===== src/rtl/spi_pkg.sv =====
// Shared types and constants for the SPI peripheral endpoint.
package spi_pkg;

    typedef enum logic [1:0] {
        IDLE,
        LOAD,
        SHIFT
    } spi_state_e;

    // SPI modes encoded as {CPOL, CPHA}
    localparam logic [1:0] MODE0 = 2'b00;
    localparam logic [1:0] MODE1 = 2'b01;
    localparam logic [1:0] MODE2 = 2'b10;
    localparam logic [1:0] MODE3 = 2'b11;

    localparam int SYNC_DEPTH = 2;

    // Modes 0 and 3 capture MOSI on the rising SCLK edge, modes 1 and 2 on the falling edge
    function automatic logic sample_on_rise(input logic [1:0] mode);
        return (mode == MODE0) || (mode == MODE3);
    endfunction

endpackage


===== src/rtl/spi_input_sync.sv =====
// Synchroniser for the asynchronous SPI pins {mosi, cs_n, sclk} plus SCLK edge pulses.
module spi_input_sync
    import spi_pkg::*;
#(
    parameter logic [2:0] IDLE_VAL = 3'b010
) (
    input  logic       i_clk,
    input  logic       i_rst,
    input  logic [2:0] pin_async,
    output logic [2:0] pin_sync,
    output logic       sclk_rise,
    output logic       sclk_fall
);

    logic [2:0] chain [SYNC_DEPTH];
    logic       sclk_prev;

    // Reset to the idle pin levels so a reset never fakes a CS_n fall or SCLK edge
    always_ff @(posedge i_clk) begin
        if (i_rst) begin
            for (int i = 0; i < SYNC_DEPTH; i++) begin
                chain[i] <= IDLE_VAL;
            end
            sclk_prev <= IDLE_VAL[0];
        end else begin
            chain[0] <= pin_async;
            for (int i = 1; i < SYNC_DEPTH; i++) begin
                chain[i] <= chain[i-1];
            end
            sclk_prev <= chain[SYNC_DEPTH-1][0];
        end
    end

    assign pin_sync  = chain[SYNC_DEPTH-1];
    assign sclk_rise = pin_sync[0] & ~sclk_prev;
    assign sclk_fall = ~pin_sync[0] & sclk_prev;

endmodule


===== src/rtl/spi_peripheral.sv =====
// SPI target endpoint with valid/ready TX and RX word interfaces.
// Optional sticky overrun/underrun flags when SPI_PERIPHERAL_STATUS_EN is defined.
module spi_peripheral
    import spi_pkg::*;
#(
    parameter int               WIDTH   = 8,
    parameter bit               CPOL    = 1'b0,
    parameter bit               CPHA    = 1'b0,
    parameter logic [WIDTH-1:0] TX_IDLE = '1
) (
    input  logic             i_clk,
    input  logic             i_rst,
    input  logic             i_sclk,
    input  logic             i_cs_n,
    input  logic             i_mosi,
    output logic             o_miso,
    output logic             o_miso_oe,
    input  logic [WIDTH-1:0] i_tx_data,
    input  logic             i_tx_valid,
    output logic             o_tx_ready,
    output logic [WIDTH-1:0] o_rx_data,
    output logic             o_rx_valid,
    input  logic             i_rx_ready,
`ifdef SPI_PERIPHERAL_STATUS_EN
    output logic             o_rx_overrun,
    output logic             o_tx_underrun,
    input  logic             i_status_clr,
`endif
    output logic             o_busy
);

    localparam int               CNT_W    = $clog2(WIDTH + 1);
    localparam logic [CNT_W-1:0] CNT_FULL = CNT_W'(WIDTH);
    localparam logic [1:0]       MODE     = {CPOL, CPHA};

    logic [2:0]       pin_sync;
    logic             sclk_rise;
    logic             sclk_fall;
    logic             cs_n_s;
    logic             mosi_s;
    logic             sample_evt;
    logic             shift_evt;

    spi_state_e       state;
    spi_state_e       next_state;
    logic [CNT_W-1:0] bit_cnt;
    logic [WIDTH-1:0] shift_rx;
    logic [WIDTH-1:0] shift_tx;
    logic [WIDTH-1:0] tx_buf;
    logic [WIDTH-1:0] tx_word;
    logic             tx_full;
    logic             miso_bit;
    logic             load_now;
    logic             frame_done;

    spi_input_sync #(
        .IDLE_VAL ({1'b0, 1'b1, CPOL})
    ) u_sync (
        .i_clk     (i_clk),
        .i_rst     (i_rst),
        .pin_async ({i_mosi, i_cs_n, i_sclk}),
        .pin_sync  (pin_sync),
        .sclk_rise (sclk_rise),
        .sclk_fall (sclk_fall)
    );

    assign cs_n_s     = pin_sync[1];
    assign mosi_s     = pin_sync[2];
    assign sample_evt = sample_on_rise(MODE) ? sclk_rise : sclk_fall;
    assign shift_evt  = sample_on_rise(MODE) ? sclk_fall : sclk_rise;

    assign load_now   = (state == LOAD);
    assign frame_done = (state == SHIFT) && (bit_cnt == CNT_FULL) && !cs_n_s;
    assign tx_word    = tx_full ? tx_buf : TX_IDLE;

    always_ff @(posedge i_clk) begin
        if (i_rst) begin
            state <= IDLE;
        end else begin
            state <= next_state;
        end
    end

    always_comb begin
        next_state = state;
        case (state)
            IDLE:    if (!cs_n_s) next_state = LOAD;
            LOAD:    next_state = SHIFT;
            SHIFT:   if (bit_cnt == CNT_FULL) next_state = LOAD;
            default: next_state = IDLE;
        endcase
        if (cs_n_s) begin
            next_state = IDLE;
        end
    end

    // With CPHA=0 the trailing edge of the previous frame's last bit arrives after LOAD;
    // it is ignored while bit_cnt is 0 so the freshly loaded MSB stays on MISO.
    always_ff @(posedge i_clk) begin
        if (i_rst) begin
            bit_cnt  <= '0;
            shift_rx <= '0;
            shift_tx <= '0;
            miso_bit <= 1'b0;
        end else if (cs_n_s) begin
            bit_cnt  <= '0;
            miso_bit <= 1'b0;
        end else if (load_now) begin
            bit_cnt <= '0;
            if (CPHA) begin
                shift_tx <= tx_word;
            end else begin
                miso_bit <= tx_word[WIDTH-1];
                shift_tx <= tx_word << 1;
            end
        end else if (state == SHIFT) begin
            if (frame_done) begin
                bit_cnt <= '0;
            end else if (sample_evt) begin
                shift_rx <= {shift_rx[WIDTH-2:0], mosi_s};
                bit_cnt  <= bit_cnt + 1'b1;
            end
            if (shift_evt && (CPHA || (bit_cnt != '0))) begin
                miso_bit <= shift_tx[WIDTH-1];
                shift_tx <= shift_tx << 1;
            end
        end
    end

    always_ff @(posedge i_clk) begin
        if (i_rst) begin
            tx_full <= 1'b0;
            tx_buf  <= '0;
        end else begin
            if (load_now) begin
                tx_full <= 1'b0;
            end
            if (i_tx_valid && !tx_full) begin
                tx_buf  <= i_tx_data;
                tx_full <= 1'b1;
            end
        end
    end

    // A completing frame overrides a same-cycle consume
    always_ff @(posedge i_clk) begin
        if (i_rst) begin
            o_rx_data  <= '0;
            o_rx_valid <= 1'b0;
        end else begin
            if (i_rx_ready) begin
                o_rx_valid <= 1'b0;
            end
            if (frame_done) begin
                o_rx_data  <= shift_rx;
                o_rx_valid <= 1'b1;
            end
        end
    end

`ifdef SPI_PERIPHERAL_STATUS_EN
    always_ff @(posedge i_clk) begin
        if (i_rst) begin
            o_rx_overrun  <= 1'b0;
            o_tx_underrun <= 1'b0;
        end else begin
            if (i_status_clr) begin
                o_rx_overrun  <= 1'b0;
                o_tx_underrun <= 1'b0;
            end
            if (frame_done && o_rx_valid && !i_rx_ready) begin
                o_rx_overrun <= 1'b1;
            end
            if (load_now && !tx_full) begin
                o_tx_underrun <= 1'b1;
            end
        end
    end
`endif

    assign o_tx_ready = !tx_full;
    assign o_busy     = (bit_cnt != '0);
    assign o_miso_oe  = (state != IDLE);
    assign o_miso     = o_miso_oe & miso_bit;

endmodule


===== config.mk =====
export PLATFORM = sky130hd
export DESIGN_NAME = spi_peripheral
export DESIGN_NICKNAME = d
export VERILOG_FILES = /design/src/rtl/spi_pkg.sv /design/src/rtl/spi_input_sync.sv /design/src/rtl/spi_peripheral.sv
export SDC_FILE = /design/constraint.sdc
export NUM_CORES = 1
export LEC_CHECK = 0
export BUFFER_PORTS_ARGS = -buffer_cell sky130_fd_sc_hd__buf_2
export CORE_MARGIN = 3
export CORE_UTILIZATION = 39
export DETAILED_ROUTE_END_ITERATION = 10
export HOLD_SLACK_MARGIN = 0.02
export PLACE_DENSITY = 0.63
export SLEW_MARGIN = 20
export SYNTH_ARGS = -nofsm -noshare
export SYNTH_HDL_FRONTEND = slang
export SYNTH_SLANG_ARGS = --single-unit

===== constraint.sdc =====
create_clock -name i_clk -period 2.2 [get_ports i_clk]
set_clock_uncertainty 0.1 [all_clocks]
set_input_delay 0.11 -clock i_clk [delete_from_list [all_inputs] [get_ports i_clk]]
set_output_delay 0.11 -clock i_clk [all_outputs]
set_load 0.01 [all_outputs]

==> impl_metrics.toml <==
[floorplan]
floorplan.initialDensity_pct = 41.22
placement_rows = 25
die_y_um = 77.36
core_area_um2 = 4817
design.portCount = 28
die_width_um = 77.36
dieArea_um2 = 5984

[detailed_routing]
dr.first_iter.drc_count = 98
wire_per_inst_um = 12.17
first_drt_pass_iteration_count = 4
drc_violations_left = 0
vias = 1604
viasPerCell = 4.935
wl_um = 3956
antenna_violating_nets_post_route = 0

[global_route]
global_route_wire_length_before_repair_um = 7017
antenna_found_initial = 0
grt_pass1_vias = 1524
grt_max_degree = 24
grt.total_usage_pct = 14.48
grt.overflow.total = 0

[logic_synthesis]
synth_enable_flop_cells = 0
yosysUniqueCellTypes = 30
synth.avg_cell_area_um2 = 9.026
postSynthCellCount = 220
async_flop_share_pct = 0
postSynthNetCount = 241
synth_sequential_area_ratio_pct = 47.39
synth-warning-count = 0
synth-seq-cells = 47
postSynth.topFlopCell = "dfxtp_1"
syn-cell-area_um2 = 1986

[timing]
achievable-frequency_mhz = 528.4
relative_slew_margins_pct = 54.81
finalSetupViolations = 0
whs_ns = 0.04858
fin_setup_tns_ns = 0
worst_slew_pin_slew_ns = 0.6772
finalHoldViolCount = 0
rsz0062_at_grt = "no"
final_period_minus_worst_setup_slack_ns = 1.892
post-route-worst-setup-slack_ns = 0.3076
final.period_utilization_pct = 86.02
slew_violations = 0

[cts]
cts_htree_levels = 2
postCtsResizedCells = 0
cts_root_buffer = "clkbuf_8"
cts_tree = "built"
clock_latency_ns = 0.30
cts-buffers-inserted = 5
clk_pin_slew_worst_paths_ns = 0.09
cts_sinks = 47
max-clock-path-buffers = 2

[placement]
place_worst_setup_slack_ns = 0.3258
place_hpwl_um = 2836
port-buffer-count = 27
place_congestion = 0.8254

[critical_path]
critPathSlowestCell = "dfxtp_1"
crit_path_max_incr_delay_ns = 0.37
crit_path_arrival_time_ns = 2.03
crit_fanout = 12
cp.required_ns = 2.34
crit_path_end_kind = "flop"
worstPathCellList = "inv_1 -> ha_1 -> and3b_1 -> nor4_4 -> buf_4 -> mux2i_1"
worst-setup-path-type = "flop to flop"
start_kind = "flop"
timing.critical_path.max_delay_family = "simple AND/OR/NAND/NOR gates"
timing.critical_path.depth = 6
crit_buf_inv = 2
ff2ff_path_depth = 6

[final_layout]
layout_commonest_cell = "dfxtp_1"
diodes = 0
final_net_count = 278
layout-area-overhead-vs-synth_pct = 20.73
most_used_cells_in_the_layout_excluding_fill_and_tap_cells = "47 x dfxtp_1, 36 x nand2_1, 27 x buf_2, 19 x a21oi_1, 17 x mux2i_1"
final_layout_size_suffix_gt1_share_pct = 17.44

[pwr]
sw_frac_of_total_pct = 22.33
total_leakage_power_nw = 0.9447
share_seq_of_total_power_pct = 58.5
post-layout-total-power_w = 0.001502
ir_drop_v = 0.0004749
power.density_cell_area_nw_per_um2 = 626.7
power.switching_w = 0.0003355
pwr-share-comb_pct = 5.8
power.share.clock_pct = 35.7
cell_internal_pwr_w = 0.001167

[run_status]
status = "complete, no violations"

[hold_path]
worstHoldPathType = "input port to flop"
min_path_cells = 4

[job]
cap_violations = 0
logic make-up (layout without fill, tap and decap cells):
family / after synthesis / after routing / synth area share, %
buffers and inverters: 22 / 60 / 4.221
adder cells (fa/ha/maj): 6 / 6 / 3.781
multiplexers: 18 / 18 / 9.137
AND/OR/NAND/NOR: 82 / 82 / 21.93
flip-flops: 47 / 47 / 47.38
XOR/XNOR: 2 / 2 / 0.8823
AO/OA/AOI/OAI: 43 / 43 / 12.67
Yosys cell counts (2+ instances only):
library cell / count / area, um2
inv_1: 9 / 33.78
buf_1: 3 / 11.26
o21ai_0: 12 / 60.06
nand2_1: 36 / 135.1
a21oi_1: 19 / 95.09
nand3b_1: 9 / 67.56
o211ai_1: 9 / 67.56
or2_2: 2 / 12.51
clkbuf_1: 9 / 33.78
nand3_1: 11 / 55.05
nor2b_1: 10 / 62.56
ha_1: 6 / 75.07
dfxtp_1: 47 / 940.9
nor2_1: 4 / 15.01
nand2b_1: 3 / 18.77
mux2i_1: 17 / 170.2
power by group through the flow:
| stage | combinational (W) | clock, W | sequential [W] |
|---|---|---|---|
| 2_1_floorplan | 0.0000537 | 0 | 0.000892 |
| 3_3_place_gp | 0.0000723 | 0 | 0.000898 |
| 3_5_place_dp | 0.0000734 | 0 | 0.000899 |
| 4_1_cts | 0.0000883 | 0.000554 | 0.000879 |
| 5_1_grt | 0.0000999 | 0.000593 | 0.000882 |
| 6_report | 0.0000875 | 0.000536 | 0.000878 |
flip-flops by register name, summed over array words and instances, names as in the netlist:
name and cells:
o_rx_data 8, shift_rx 8, tx_buf 8, shift_tx 7
u_sync.chain 6, bit_cnt 4, state 2, miso_bit 1
o_rx_valid 1, tx_full 1, u_sync.sclk_prev 1
final timing paths:
| path | startpoint | endpoint | slack [ns] |
|---|---|---|---|
| hold / removal | i_rx_ready | o_rx_valid$_SDFFE_PP0P_ | 0.05 |
| setup reg to reg | bit_cnt[0]$_SDFFE_PP0P_ | shift_rx[3]$_SDFFE_PP0P_ | 0.31 |
| hold reg to reg | u_sync.chain[0][1]$_SDFF_PP1_ | u_sync.chain[0][4]$_SDFF_PP1_ | 0.33 |
| setup / recovery | bit_cnt[0]$_SDFFE_PP0P_ | shift_rx[3]$_SDFFE_PP0P_ | 0.31 |
per-layer routing:
metal  up-vias  track usage (%)  routed length, um
met5         -                0                  0
met4         0            4.804                 50
met3         6            4.060                171
met2        34            23.92               1871
met1       744            18.18               1863
li1        820                -                  -
worst reg2reg max path, stage by stage (launching register included):
cell,delay (ns)
dfxtp_1,0.37
inv_1,0.08
ha_1,0.23
and3b_1,0.33
nor4_4,0.27
buf_4,0.24
mux2i_1,0.20
per-stage QoR:
step	util, %	instances	area (um2)
finish	49.77	325	2397
global route	49.77	325	2397
CTS	49.77	325	2397
detailed placement	45.51	306	2192
global placement	45.51	306	2192
floorplan	-	220	1986
what timing repair did:
item	4_1_cts	5_1_grt
hold buffers	11	0
endpoints found under the hold margin	11	0
setup buffers	0	0
layout make-up:
class	instances	area, um2
Multi-Input combinational cell	151	960.9
Clock buffer	7	86.33
Inverter	9	33.78
Clock inverter	1	8.758
Tap cell	67	83.83
Timing Repair Buffer	43	282.8
Sequential cell	47	940.9
Fill cell	489	2420
Note: power is estimated with default switching activity, not from simulation.
